**config.mk**
```make
export PLATFORM = sky130hd
export DESIGN_NAME = if_id_buf_flat
export DESIGN_NICKNAME = d
export VERILOG_FILES = /design/src/rtl/if_id_buf_pkg.sv /design/src/rtl/if_id_buf_if.sv /design/src/rtl/if_id_fifo_mem.sv /design/src/rtl/if_id_buf.sv /design/src/flat_wrapper.sv
export SDC_FILE = /design/constraint.sdc
export NUM_CORES = 1
export LEC_CHECK = 0
export BUFFER_PORTS_ARGS = -buffer_cell sky130_fd_sc_hd__buf_2
export CAP_MARGIN = 25
export CORE_ASPECT_RATIO = 0.7
export CORE_MARGIN = 2
export CORE_UTILIZATION = 25
export DETAILED_ROUTE_END_ITERATION = 10
export PLACE_DENSITY = 0.44
export REMOVE_ABC_BUFFERS = 1
export SLEW_MARGIN = 10
export SYNTH_ARGS = -nofsm -noshare
export SYNTH_HDL_FRONTEND = slang
export SYNTH_HIERARCHICAL = 1
export SYNTH_SLANG_ARGS = --single-unit
```
**constraint.sdc**
```tcl
create_clock -name clk -period 8.3 [get_ports clk]
set_input_delay 1.66 -clock clk [delete_from_list [all_inputs] [get_ports clk]]
set_output_delay 1.66 -clock clk [all_outputs]
set_load 0.01 [all_outputs]
```
**src/rtl/if_id_buf_pkg.sv**
```systemverilog
// ----------------------------------------------------------------------------
// if_id_buf_pkg
// Shared definitions for the IF/ID pipeline buffer: instruction and
// instruction-address bus widths, the NOP encoding shown to decode when no
// entry is valid, the reset active level, and the packed storage entry type.
// No ports (package).
// ----------------------------------------------------------------------------
package if_id_buf_pkg;

  localparam int INST_W  = 32;
  localparam int ADDR_W  = 64;
  localparam int ENTRY_W = INST_W + ADDR_W;

  // RV32I "addi x0, x0, 0"
  localparam logic [INST_W-1:0] NOP_INST_DEF = 32'h0000_0013;

  // rst_n is active-low.
  localparam logic RST_ACT_LVL = 1'b0;

  typedef logic [INST_W-1:0] inst_bus_t;
  typedef logic [ADDR_W-1:0] inst_addr_bus_t;

  typedef struct packed {
    inst_bus_t      inst;
    inst_addr_bus_t pc;
  } entry_t;

endpackage

```
**src/rtl/if_id_buf_if.sv**
```systemverilog
// ----------------------------------------------------------------------------
// if_id_buf_if
// Fetch-side and decode-side handshake signals of the IF/ID buffer.
//   in_valid/in_inst/in_pc  : fetch presents an instruction
//   in_ready                : buffer accepts it this cycle
//   out_valid/out_inst/out_pc: head entry presented to decode
//   out_ready               : decode consumes the head entry
// Modports: master = surrounding pipeline (fetch + decode), slave = buffer.
// ----------------------------------------------------------------------------
interface if_id_buf_if;
  import if_id_buf_pkg::*;

  logic           in_valid;
  inst_bus_t      in_inst;
  inst_addr_bus_t in_pc;
  logic           in_ready;
  logic           out_valid;
  inst_bus_t      out_inst;
  inst_addr_bus_t out_pc;
  logic           out_ready;

  modport master (
    output in_valid, in_inst, in_pc, out_ready,
    input  in_ready, out_valid, out_inst, out_pc
  );

  modport slave (
    input  in_valid, in_inst, in_pc, out_ready,
    output in_ready, out_valid, out_inst, out_pc
  );

endinterface

```
**src/rtl/if_id_fifo_mem.sv**
```systemverilog
// ----------------------------------------------------------------------------
// if_id_fifo_mem
// DEPTH x 96-bit register array holding {inst, pc} entries. One synchronous
// write port, one asynchronous read port. Contents are not reset.
// Ports:
//   clk      : clock
//   we_i     : write enable
//   waddr_i  : write index
//   wdata_i  : entry to store
//   raddr_i  : read index
//   rdata_o  : entry at raddr_i (combinational)
// ----------------------------------------------------------------------------
module if_id_fifo_mem
  import if_id_buf_pkg::*;
#(
  parameter int DEPTH = 2,
  localparam int AW   = (DEPTH > 1) ? $clog2(DEPTH) : 1
) (
  input  logic          clk,
  input  logic          we_i,
  input  logic [AW-1:0] waddr_i,
  input  entry_t        wdata_i,
  input  logic [AW-1:0] raddr_i,
  output entry_t        rdata_o
);

  entry_t mem_q [DEPTH];

  // Write port: store the accepted entry.
  always_ff @(posedge clk) begin
    if (we_i) begin
      mem_q[waddr_i] <= wdata_i;
    end
  end

  // Read port: head entry is visible without a clock edge.
  assign rdata_o = mem_q[raddr_i];

endmodule

```
**src/rtl/if_id_buf.sv**
```systemverilog
// ----------------------------------------------------------------------------
// if_id_buf
// Circular buffer between fetch and decode. Entries leave in acceptance
// order with one cycle of latency (no input-to-output bypass). A flush
// (taken jump) empties the buffer and drops the instruction offered in the
// same cycle. Legal DEPTH values: 2 or 4.
// Ports:
//   clk         : clock, all state on posedge
//   rst_n       : synchronous active-low reset (priority over everything)
//   flush_i     : discard buffered and incoming entries
//   occupancy_o : current entry count
//   bus         : fetch/decode handshake (slave modport)
// ----------------------------------------------------------------------------
module if_id_buf
  import if_id_buf_pkg::*;
#(
  parameter int        DEPTH    = 2,
  parameter inst_bus_t NOP_INST = NOP_INST_DEF
) (
  input  logic                   clk,
  input  logic                   rst_n,
  input  logic                   flush_i,
  output logic [$clog2(DEPTH):0] occupancy_o,
  if_id_buf_if.slave             bus
);

  localparam int PTR_W = $clog2(DEPTH);
  localparam int CNT_W = PTR_W + 1;

  localparam logic [CNT_W-1:0] DEPTH_C   = CNT_W'(DEPTH);
  localparam logic [CNT_W-1:0] CNT_ONE   = CNT_W'(1);
  localparam logic [CNT_W-1:0] CNT_ZERO  = CNT_W'(0);
  localparam logic [PTR_W-1:0] PTR_LAST  = PTR_W'(DEPTH - 1);
  localparam logic [PTR_W-1:0] PTR_ZERO  = PTR_W'(0);
  localparam logic [PTR_W-1:0] PTR_ONE   = PTR_W'(1);

  logic [PTR_W-1:0] wr_ptr_q, wr_ptr_d;
  logic [PTR_W-1:0] rd_ptr_q, rd_ptr_d;
  logic [CNT_W-1:0] count_q,  count_d;

  logic   push_s;
  logic   pop_s;
  logic   in_ready_s;
  logic   out_valid_s;
  entry_t wdata_s;
  entry_t rdata_s;

  // Handshake qualifiers. in_ready never looks at out_ready, so a full
  // buffer does not accept even when decode pops in the same cycle.
  assign in_ready_s  = (count_q < DEPTH_C) && !flush_i;
  assign out_valid_s = (count_q != CNT_ZERO);
  assign push_s      = bus.in_valid && in_ready_s;
  assign pop_s       = out_valid_s && bus.out_ready && !flush_i;

  assign wdata_s = '{inst: bus.in_inst, pc: bus.in_pc};

  // Next-state for pointers and count; flush overrides push and pop.
  always_comb begin
    wr_ptr_d = wr_ptr_q;
    rd_ptr_d = rd_ptr_q;
    count_d  = count_q;
    if (flush_i) begin
      wr_ptr_d = PTR_ZERO;
      rd_ptr_d = PTR_ZERO;
      count_d  = CNT_ZERO;
    end else begin
      if (push_s) begin
        wr_ptr_d = (wr_ptr_q == PTR_LAST) ? PTR_ZERO : (wr_ptr_q + PTR_ONE);
      end else begin
        wr_ptr_d = wr_ptr_q;
      end
      if (pop_s) begin
        rd_ptr_d = (rd_ptr_q == PTR_LAST) ? PTR_ZERO : (rd_ptr_q + PTR_ONE);
      end else begin
        rd_ptr_d = rd_ptr_q;
      end
      if (push_s && !pop_s) begin
        count_d = count_q + CNT_ONE;
      end else if (pop_s && !push_s) begin
        count_d = count_q - CNT_ONE;
      end else begin
        count_d = count_q;
      end
    end
  end

  // Control state registers with synchronous reset.
  always_ff @(posedge clk) begin
    if (rst_n == RST_ACT_LVL) begin
      wr_ptr_q <= PTR_ZERO;
      rd_ptr_q <= PTR_ZERO;
      count_q  <= CNT_ZERO;
    end else begin
      wr_ptr_q <= wr_ptr_d;
      rd_ptr_q <= rd_ptr_d;
      count_q  <= count_d;
    end
  end

  if_id_fifo_mem #(
    .DEPTH (DEPTH)
  ) u_mem (
    .clk     (clk),
    .we_i    (push_s),
    .waddr_i (wr_ptr_q),
    .wdata_i (wdata_s),
    .raddr_i (rd_ptr_q),
    .rdata_o (rdata_s)
  );

  // Decode sees a NOP at PC 0 whenever the buffer is empty.
  assign bus.in_ready  = in_ready_s;
  assign bus.out_valid = out_valid_s;
  assign bus.out_inst  = out_valid_s ? rdata_s.inst : NOP_INST;
  assign bus.out_pc    = out_valid_s ? rdata_s.pc   : {ADDR_W{1'b0}};
  assign occupancy_o   = count_q;

endmodule

```
**src/flat_wrapper.sv**
```systemverilog
// flat-port wrapper written by rule: the top's interface ports become plain ports
module if_id_buf_flat import if_id_buf_pkg::*;
#(
  parameter int        DEPTH    = 2,
  parameter inst_bus_t NOP_INST = NOP_INST_DEF
)
  (clk, rst_n, flush_i, occupancy_o, bus_in_valid, bus_in_inst, bus_in_pc, bus_out_ready, bus_in_ready, bus_out_valid, bus_out_inst, bus_out_pc);
  if_id_buf_if bus_i ();
  input  logic clk;
  input  logic rst_n;
  input  logic flush_i;
  output logic [$clog2(DEPTH):0] occupancy_o;
  input wire logic [$bits(bus_i.in_valid)-1:0] bus_in_valid;
  input wire logic [$bits(bus_i.in_inst)-1:0] bus_in_inst;
  input wire logic [$bits(bus_i.in_pc)-1:0] bus_in_pc;
  input wire logic [$bits(bus_i.out_ready)-1:0] bus_out_ready;
  output wire logic [$bits(bus_i.in_ready)-1:0] bus_in_ready;
  output wire logic [$bits(bus_i.out_valid)-1:0] bus_out_valid;
  output wire logic [$bits(bus_i.out_inst)-1:0] bus_out_inst;
  output wire logic [$bits(bus_i.out_pc)-1:0] bus_out_pc;
  assign bus_i.in_valid = bus_in_valid;
  assign bus_i.in_inst = bus_in_inst;
  assign bus_i.in_pc = bus_in_pc;
  assign bus_i.out_ready = bus_out_ready;
  assign bus_in_ready = bus_i.in_ready;
  assign bus_out_valid = bus_i.out_valid;
  assign bus_out_inst = bus_i.out_inst;
  assign bus_out_pc = bus_i.out_pc;
  if_id_buf #(.DEPTH(DEPTH), .NOP_INST(NOP_INST)) u_core (.clk(clk), .rst_n(rst_n), .flush_i(flush_i), .occupancy_o(occupancy_o), .bus(bus_i));
endmodule
```
---- Yosys cells after proc, flatten, opt, wreduce, memory -nomap -nowiden ----
Memories as Yosys holds them, arrays and structs flattened. A register that Yosys moved wholly into a read port is not among the register bits.
Cells that the tools add are included.
operators by class
  $add $sub $neg .......................... 4
  $lt $le $gt $ge ......................... 1
  multiplexer cells ....................... 10
  bitwise logic cells ..................... 1
  reductions and logical operators ........ 12
operators by type and width
  operator               count
  $mux W64               1
  $mux W32               1
  $logic_and A1 B1 Y1    6
  $mux W1                6
  $mux W2                2
  $reduce_bool A2 Y1     2
  $logic_not A1 Y1       3
  $add A1 B1 Y1 const B  2
  $add A2 B1 Y2 const B  1
  $lt A2 B2 Y1 const B   1
  $reduce_or A2 Y1       1
  $sub A2 B1 Y2 const B  1
  $not A1 Y1             1
word-level totals
  register bits after elaboration ......... 4
  bits in writable memories ............... 192
  bits of input ports ..................... 101
  output and inout bits ................... 100
  word-level logic and storage cells ...... 32
  memories ................................ 1
memory list
  memory              depth  width  rd ports  clocked after memory_dff  wr ports  line                  RTL
  u_core.u_mem.mem_q  2      96     1         1                         1         if_id_fifo_mem.sv:27  entry_t mem_q [DEPTH];

---- Logic depth before layout (Yosys ltp) ----
Gate-level depths: netlist of run 1.
  depth in word-level cells ............... 7
  depth in mapped cells ................... 8
  mapped depth without buffers ............ 6

---- Hierarchy ----
The synthesis of run 1 kept the hierarchy.
modules (own cells, without submodules)
  module          instances  cells each  area an instance (µm²)  seq. area each (µm²)
  if_id_fifo_mem  1          301         7140.6                  5765.5
  if_id_buf       1          130         918.4                   80.1

---- Least setup slack after synthesis of run 1 ----
Ideal clock, no wire load.
  path type ............................... input -> register
  from .................................... input flush_i
  to ...................................... memory u_core/u_mem/mem_q[0][0] in the netlist's numbering (enable)
  library setup time ...................... 0.563 ns
  arrival ................................. 6.299 ns
  data required time ...................... 7.737 ns
  path slack .............................. 1.438 ns
  stages .................................. 3
  buffers on the path ..................... 0
  cell sequence ........................... nor2_1 -> and2_1 -> nor2b_1
on the way
  word-level cells in the longest chain between the ends .. 5
RTL lines
  what                           line                  RTL
  start, declared                flat_wrapper.sv:11    input logic flush_i;
  $logic_not A1 Y1               if_id_buf.sv:50       assign in_ready_s = (count_q < DEPTH_C) && !flush_i;
  $logic_and A1 B1 Y1            if_id_buf.sv:50
  $logic_and A1 B1 Y1            if_id_buf.sv:52       assign push_s = bus.in_valid && in_ready_s;
  net u_core.push_s              if_id_buf.sv:41       logic push_s;
  $mux W1                        if_id_fifo_mem.sv:31  if (we_i) begin
  $mux W1 (not written as such)  if_id_fifo_mem.sv:32  mem_q[waddr_i] <= wdata_i;
  end, declared                  if_id_fifo_mem.sv:27
The timed path passes the listed nets, and every way through them passes these cells.

==> impl_metrics.py, run 1 <==
metrics = {
    "critical_path": {
        "worstPathMaxFanout": 54,
        "start_kind": "flip-flop",
        "path_class": "reg -> out",
        "endpoint": "bus_out_pc[32]",
        "reg2reg_slack_ns": 5.76,
        "r2r_start": "u_core/occupancy_o[1]",
        "cp.arrival_ns": 2.85,
        "critPathLaunch": "u_core/rd_ptr_q",
        "r2r-end": "u_core/u_mem/mem_q[0][78]",
        "required_ns": 6.64,
        "reg2regPathDepth": 5,
        "end_kind": "output port",
    },
    "finish": {
        "fin_cells": 1069,
        "nets": 736,
        "drive_gt1_share_pct": 54.7,
        "area_growth_pct": 25.5,
        "fillCellCount": 3141,
        "final_cell_area_um2": 10100,
        "utilization_pct": 32.2,
    },
    "logic_synthesis": {
        "ys_types": 24,
        "yosysTopAreaCell": "edfxtp_1",
        "yosysSeqAreaShare_pct": 72.5,
        "syn_inst": 431,
        "synth_commonest_cells": "edfxtp_1, and2_1, mux2_2",
        "yosys.cell_count.top_type": "edfxtp_1",
        "ys.flop_type": "edfxtp_1",
        "synth_warnings": 6,
        "synth.avg_cell_area_um2": 18.7,
        "synth-async-reset-ratio_pct": 0,
        "synth.top_cell.area_share_pct": 71.5,
        "ys_seq_elements": 196,
        "synth_enable_flop_cells": 192,
        "syn_area_um2": 8060,
        "synthTopCellsByArea": "edfxtp_1, mux2_2, mux2_4",
    },
    "sta": {
        "fmax_ghz": 0.222,
        "rsz0062_at_grt": "false",
        "period_share_pct": 54.3,
        "slew_headroom_pct": 36.7,
        "setup_ws_ns": 3.79,
        "finClkSkew_ns": 0.0103,
        "setup_viol": 0,
        "hold_viol": 0,
        "setup_tns_ns": 0,
        "worst_pin_slew_ns": 0.949,
        "slew_violations": 0,
        "period_needed_ns": 4.51,
    },
    "clocking": {
        "clk-insertion-delay-late_ns": 0.44,
        "post_cts_buffers": 0,
        "clock_tree.root_cell": "clkbuf_16",
        "cts_hold_buf": 0,
        "clk_pin_slew_ns": 0.07,
        "numClockSinks": 196,
        "numCtsBuffers": 17,
        "clock_path_buffers": 2,
        "cts_resized": 0,
        "cts_tree": "done",
        "cts_max_level": 4,
    },
    "global_routing": {
        "grt_overflow": 0,
        "grt_max_degree": 99,
        "grtUsageTotal_pct": 10.4,
        "grt_pass1_wl_um": 26200,
        "antenna_found_initial": 5,
        "grt_pass1_vias": 4682,
    },
    "place": {
        "placed_cells": 1033,
        "globalplace.congestion": 0.711,
        "pre_cts_ws_ns": 4.20,
        "portBuffers": 200,
        "dp_hpwl_um": 11000,
        "dpl-instance-area_um2": 9420,
    },
    "run": {
        "maxCapViolations": 0,
    },
    "route": {
        "drt-initial-drc-count": 230,
        "drt_wl_total_um": 17200,
        "wl_per_cell_um": 16.1,
        "first_pass_iters": 4,
        "vias_per_cell": 3.97,
        "vias": 4239,
        "drc": 0,
        "ant_nets": 0,
    },
    "floorplanning": {
        "fp.dieH_um": 154,
        "die_area_um2": 33700,
        "die_w_um": 219,
        "row_count": 54,
        "fp.coreArea_um2": 31400,
        "start_util_pct": 25.7,
        "pin_count": 201,
    },
    "status": {
        "status": "finished, final reports clean",
    },
    "worst_hold_path": {
        "min_path_type": "reg -> reg",
    },
    "power": {
        "power.leakage_nw": 3.91,
        "max-vdd-ir-drop_v": 0.000111,
        "power_density_nw_per_um2": 216,
    },
}
metal layers:
metal | part of all wire (%) | GRT usage (%)
met3 | 7.8 | 4.11
met2 | 44 | 15.9
met1 | 47 | 13.4
met4 | 1.2 | 3.56
met5 | 0.32 | 0
layout make-up:
class / instances / area [um^2] / share of cell area [%]
Clock inverter: 14 / 213 / 2.10
Timing Repair Buffer: 206 / 1080 / 10.7
Sequential cell: 196 / 5850 / 57.8
Clock buffer: 18 / 429 / 4.24
Inverter: 1 / 3.75 / 0.0371
Multi-Input combinational cell: 212 / 2010 / 19.9
Antenna cell: 2 / 5.00 / 0.0495
Tap cell: 420 / 526 / 5.20
worst max-delay path, cell delays in order, from the launching register on:
cell     delay (ns)
dfxtp_4        0.81
buf_4          0.80
mux2_2         0.42
and2_1         0.13
buf_2          0.13
state kept, by name, indices dropped and copies added, names as in the netlist:
register / count
u_core/rd_ptr_q: 1
u_core/wr_ptr_q: 1
u_core/u_mem/mem_q: 192
u_core/occupancy_o: 2
power breakdown:
part	switching (W)	internal, W
clock network	0.000380	0.000515
logic	0.0000817	0.0000791
registers	0.00000927	0.00112
cells by family after synthesis:
group	after synthesis	synth area share, %
flops	196	72.5
buf+inv	23	2.67
xor+xnor	4	0.435
compound gates	3	0.186
simple gates	108	8.74
fa+ha+maj	1	0.155
mux	96	15.3
cells in the final DEF (no fill, tap or decap), types with 4 or more instances in the layout:
cell         n
buf_4        4
buf_2      200
inv_6        4
and2_1      77
clkinv_4     4
bufinv_16    4
clkbuf_16   17
nor2_1       4
and2_4      18
mux2_2      56
edfxtp_1   192
mux2_4      40
worst min path at each step:
stage,start,end,cells past startpoint
after floorplan,u_core/wr_ptr_q,u_core/wr_ptr_q,2
after global placement,u_core/occupancy_o[1],u_core/occupancy_o[1],2
after detailed placement,u_core/occupancy_o[1],u_core/occupancy_o[1],2
after CTS,u_core/occupancy_o[1],u_core/occupancy_o[1],2
after global routing,u_core/occupancy_o[1],u_core/occupancy_o[1],2
final,u_core/wr_ptr_q,u_core/wr_ptr_q,2
through the flow:
step | hold slack [ns] | total power [W]
3_5_place_dp | 0.581 | 0.00131
4_1_cts | 0.593 | 0.00223
6_report | 0.617 | 0.00219
2_1_floorplan | 0.499 | 0.00124
3_3_place_gp | 0.523 | 0.00131
5_1_grt | 0.638 | 0.00228
Power figures use the tool's default switching activity.
==> inputs of run 2 (changes only) <==
- clock period: 8.3 -> 4.6 ns (I/O delays scaled with it)
==> run 2 against run 1 <==
  * Cell area down 0.22%
  * First-iteration DRC count is 30% lower
  * Utilization is 0.072 points lower
  * Register-to-register slack lost 3.3 ns
  * Routed wire length grew 2.9%
  * Sequential cell count stayed put
  * Non-clock buffer count rose by 1
  * Clock power grew 73%
  * Combinational power up 83%
  * Clock skew fell by 0.0046 ns
  * Highest routed layer unchanged
==> impl_metrics.py, run 2 (same netlist as run 1, synthesis figures left out) <==
metrics = {
    "floorplanning": {
        "fp.coreArea_um2": 31400,
        "die_w_um": 219,
        "fp.dieH_um": 154,
        "row_count": 54,
        "start_util_pct": 25.7,
        "pin_count": 201,
        "die_area_um2": 33700,
    },
    "worst_hold_path": {
        "min_to": "u_core/occupancy_o[1]",
        "min_path_type": "reg -> reg",
        "min_from": "u_core/occupancy_o[1]",
        "whs_path_depth": 2,
    },
    "route": {
        "drt-initial-drc-count": 162,
        "first_pass_iters": 4,
        "drt_wl_total_um": 17700,
        "drc": 0,
        "vias": 4263,
        "vias_per_cell": 3.99,
        "ant_nets": 0,
        "wl_per_cell_um": 16.5,
    },
    "critical_path": {
        "r2r-end": "u_core/occupancy_o[1]",
        "end_kind": "output port",
        "path_class": "reg -> out",
        "cp.arrival_ns": 2.28,
        "reg2reg_slack_ns": 2.49,
        "reg2regPathDepth": 5,
        "worstPathMaxFanout": 34,
        "r2r_start": "u_core/occupancy_o[1]",
        "required_ns": 3.68,
        "start_kind": "flip-flop",
    },
    "finish": {
        "final_common_cell": "buf_2",
        "nets": 737,
        "final_cell_area_um2": 10100,
        "fillCellCount": 3150,
        "utilization_pct": 32.1,
        "largest_reg_flops": 192,
        "drive_gt1_share_pct": 54.3,
        "mostFrequentLayoutCells": "buf_2, edfxtp_1, and2_1",
        "regMostFlops": "u_core/u_mem/mem_q",
        "area_growth_pct": 25.2,
        "diodes": 0,
    },
    "place": {
        "globalplace.congestion": 0.715,
        "portBuffers": 200,
        "dpl-instance-area_um2": 9460,
        "pre_cts_ws_ns": 1.79,
        "dp_hpwl_um": 11300,
    },
    "sta": {
        "worst_pin_slew_ns": 0.867,
        "hold_viol": 0,
        "fmax_ghz": 0.313,
        "period_share_pct": 69.5,
        "period_needed_ns": 3.20,
        "finClkSkew_ns": 0.00565,
        "setup_ws_ns": 1.40,
        "slew_headroom_pct": 42.2,
        "setup_viol": 0,
        "slew_violations": 0,
        "rsz0062_at_grt": "false",
    },
    "clocking": {
        "cts_resized": 0,
        "cts_hold_buf": 0,
        "numCtsBuffers": 17,
        "cts_max_level": 4,
        "post_cts_buffers": 0,
        "clock_path_buffers": 2,
        "clk_pin_slew_ns": 0.07,
        "clk-insertion-delay-late_ns": 0.44,
        "clock_tree.root_cell": "clkbuf_16",
        "numClockSinks": 196,
        "cts_tree": "done",
    },
    "global_routing": {
        "grt_pass1_wl_um": 26600,
        "grtUsageMet1_pct": 14.5,
        "grt_overflow": 0,
        "grt_max_degree": 99,
        "grtUsageTotal_pct": 10.7,
        "grt_pass1_vias": 4689,
        "met2_usage_pct": 15.7,
        "antenna_found_initial": 4,
        "gr-usage-met3_pct": 4.13,
        "busiest_layer": "met2",
    },
    "power": {
        "power.leakage_nw": 3.89,
        "combPwrFrac_pct": 7.6,
        "internal-power_w": 0.00307,
        "power_density_nw_per_um2": 384,
        "max-vdd-ir-drop_v": 0.000263,
        "p_sw_w": 0.000808,
        "power.share.clock_pct": 39.9,
        "total_power_w": 0.00388,
        "sw_frac_of_total_pct": 20.8,
        "sequentialPowerShare_pct": 52.6,
    },
    "status": {
        "status": "finished, final reports clean",
    },
    "run": {
        "maxCapViolations": 0,
    },
}
==> run 2: worst max-delay path by stage <==
stage	to	cells after the start	from	slack, ns
after global placement	bus_out_pc[45]	4	u_core/rd_ptr_q	1.82
final	bus_out_pc[45]	4	u_core/rd_ptr_q	1.40
after detailed placement	u_core/u_mem/mem_q[1][49]	5	flush_i	1.79
after CTS	bus_out_pc[30]	4	u_core/rd_ptr_q	1.31
after global routing	bus_out_pc[7]	4	u_core/rd_ptr_q	1.24
after floorplan	u_core/u_mem/mem_q[0][0]	3	flush_i	-1.52
==> run 2: cell type report <==
| class | count | area (um^2) | area share [%] |
|---|---|---|---|
| clock buffer | 18 | 429 | 4.25 |
| multi-input combinational | 212 | 2010 | 19.9 |
| sequential | 196 | 5850 | 58.0 |
| tap | 420 | 526 | 5.21 |
| clock inverter | 14 | 183 | 1.81 |
| inverter | 1 | 3.75 | 0.0372 |
| timing repair buffer | 207 | 1090 | 10.8 |
==> run 2: power groups by stage <==
stage | logic [W] | registers (W) | clock network [W]
floorplan | 0.000152 | 0.00209 | 0
global placement | 0.000292 | 0.00208 | 0
detailed placement | 0.000298 | 0.00208 | 0
CTS | 0.000299 | 0.00204 | 0.00161
global route | 0.000323 | 0.00204 | 0.00168
finish | 0.000294 | 0.00204 | 0.00155
==> run 2: layer usage <==
layer / routed length (um) / up-vias
met5: 51 / -
met2: 7510 / 143
li1: - / 1996
met3: 1300 / 23
met4: 208 / 8
met1: 8590 / 2093
==> run 2: stage by stage <==
stage / setup TNS [ns] / hold slack, ns / instances
final: 0 / 0.585 / 1068
after global routing: 0 / 0.613 / 1068
after CTS: 0 / 0.574 / 1067
after detailed placement: 0 / 0.563 / 1035
after global placement: 0 / 0.521 / 1035
after floorplan: -146.12 / 0.499 / 409
==> run 2: worst max-delay path: stages, from the launching register on <==
cell     delay, ns
dfxtp_4       0.69
buf_4         0.46
mux2_2        0.38
and2_1        0.14
buf_2         0.13
==> inputs of run 3 (changes only) <==
- ABC_AREA: not set -> 1
- clock period: 4.6 -> 3.16 ns (I/O delays scaled with it)
==> run 3 against run 2 <==
  * Global-route usage increased by 1.2 points
  * Sequential share of layout area decreased by 0.11 points
  * Power increased by 45%
  * Cell count increased by 29%
  * Cell area increased by 0.19%
  * Critical path type unchanged
==> impl_metrics.py, run 3 <==
metrics = {
    "floorplanning": {
        "die_area_um2": 33600,
        "row_count": 54,
        "die_w_um": 218,
        "pin_count": 201,
        "start_util_pct": 25.6,
        "fp.coreArea_um2": 31400,
        "fp.dieH_um": 154,
    },
    "finish": {
        "largest_reg_flops": 192,
        "area_growth_pct": 25.9,
        "final_common_cell": "nand2_1",
        "register_area_um2": 5850,
        "mostFrequentLayoutCells": "nand2_1, buf_2, edfxtp_1",
        "drive_gt1_share_pct": 25.3,
        "utilization_pct": 32.2,
        "fillCellCount": 3329,
        "nets": 1042,
        "regMostFlops": "u_core/u_mem/mem_q",
        "final_cell_area_um2": 10100,
        "multiInputGateArea_um2": 1580,
    },
    "logic_synthesis": {
        "yosysTopAreaCell": "edfxtp_1",
        "synth_warnings": 6,
        "ys_seq_elements": 196,
        "synth.avg_cell_area_um2": 10.8,
        "synth_enable_flop_cells": 192,
        "synth_commonest_cells": "nand2_1, edfxtp_1, inv_1",
        "syn_area_um2": 8030,
        "yosysSeqAreaShare_pct": 72.8,
        "synthTopCellsByArea": "edfxtp_1, nand2_1, inv_1",
        "ys_types": 17,
        "syn_inst": 742,
        "synth-async-reset-ratio_pct": 0,
        "ys.flop_type": "edfxtp_1",
        "yosys.cell_count.top_type": "nand2_1",
        "synth.top_cell.area_share_pct": 71.8,
    },
    "critical_path": {
        "start_kind": "flip-flop",
        "path_class": "reg -> out",
        "cp.arrival_ns": 2.00,
        "end_kind": "output port",
        "worstPathMaxFanout": 60,
        "required_ns": 2.53,
    },
    "sta": {
        "slew_headroom_pct": 51.4,
        "period_share_pct": 83.3,
        "slew_violations": 0,
        "fmax_ghz": 0.380,
        "worst_pin_slew_ns": 0.729,
        "finClkSkew_ns": 0.0127,
        "period_needed_ns": 2.63,
        "setup_viol": 0,
        "hold_viol": 0,
        "rsz0062_at_grt": "false",
    },
    "power": {
        "total_power_w": 0.00562,
        "max-vdd-ir-drop_v": 0.000322,
        "power.leakage_nw": 4.68,
        "power_density_nw_per_um2": 556,
    },
    "global_routing": {
        "grt_max_degree": 99,
        "grt_pass1_vias": 5151,
        "grt_overflow": 0,
        "grtUsageTotal_pct": 11.8,
        "antenna_found_initial": 6,
        "grt_pass1_wl_um": 29600,
    },
    "status": {
        "status": "finished, final reports clean",
    },
    "route": {
        "drt_wl_total_um": 19200,
        "ant_nets": 0,
        "drc": 0,
        "first_pass_iters": 4,
        "vias": 5289,
        "drt-initial-drc-count": 226,
        "vias_per_cell": 3.85,
        "wl_per_cell_um": 13.9,
    },
    "place": {
        "portBuffers": 200,
        "dpl-instance-area_um2": 9510,
        "globalplace.congestion": 0.703,
        "dp_hpwl_um": 12000,
    },
    "run": {
        "maxCapViolations": 0,
    },
    "clocking": {
        "post_cts_buffers": 0,
        "numCtsBuffers": 17,
        "clk_pin_slew_ns": 0.07,
        "cts_resized": 0,
        "cts_tree": "done",
        "cts_hold_buf": 0,
        "cts_max_level": 4,
        "clock_path_buffers": 2,
        "clock_tree.root_cell": "clkbuf_16",
        "clk-insertion-delay-late_ns": 0.44,
        "numClockSinks": 196,
    },
    "worst_hold_path": {
        "min_path_type": "in -> reg",
    },
}
## run 3: critical path, cell delays in order, from the launching register on
cell and delay [ns]:
dfxtp_4 0.36, buf_4 0.57, nand2_1 0.10, nand2_1 0.11, inv_1 0.04, nor2_1 0.17, buf_2 0.17
## run 3: path summary, 6_finish.rpt
kind | startpoint | to | slack [ns] | cells past startpoint
max | u_core/rd_ptr_q | bus_out_inst[14] | 0.53 | 6
min reg2reg | u_core/occupancy_o[0] | u_core/occupancy_o[0] | 0.55 | 1
max reg2reg | u_core/occupancy_o[1] | u_core/u_mem/mem_q[0][29] | 1.26 | 4
min | bus_in_pc[50] | u_core/u_mem/mem_q[0][50] | 0.38 | 1
## run 3: area by class of cell
class | instances | share of cell area (%)
Timing Repair Buffer | 210 | 11.4
Multi-Input combinational cell | 410 | 15.6
Inverter | 105 | 3.95
Sequential cell | 196 | 57.9
Clock inverter | 10 | 1.56
Clock buffer | 21 | 4.36
Antenna cell | 3 | 0.0742
Tap cell | 420 | 5.20
## run 3: stage by stage
step,setup WS [ns],TNS [ns],hold WS (ns),instances
after floorplan,-2.49,-301.84,0.491,711
after global placement,0.929,0,0.533,1341
after detailed placement,0.890,0,0.541,1341
after CTS,0.465,0,0.338,1372
after global routing,0.332,0,0.345,1373
final,0.528,0,0.376,1375
## run 3: where the power goes
part | switching, W | total (W) | leakage (nW) | internal, W
clock network | 0.000931 | 0.00225 | 0.285 | 0.00132
logic | 0.000267 | 0.000420 | 2.60 | 0.000152
registers | 0.0000172 | 0.00295 | 1.79 | 0.00294
## run 3: per-layer routing
metal	routed length (um)	part of all wire [%]	GRT usage, %	vias to the layer above
li1	-	-	-	2711
met1	9350	49	16.0	2415
met2	8180	43	17.5	138
met3	1310	6.8	4.29	21
met4	293	1.5	3.98	4
met5	27	0.14	0	-
## run 3: logic make-up (layout without fill, tap and decap cells)
kind of cell	count (synthesis)	count (layout)	share of synthesized area [%]
buffers and inverters	136	346	7.62
other	0	3	0
AOI/OAI and AO/OA	2	2	0.125
DFF	196	196	72.8
adders and majority gates	1	1	0.156
and+or+nand+nor	407	407	19.3
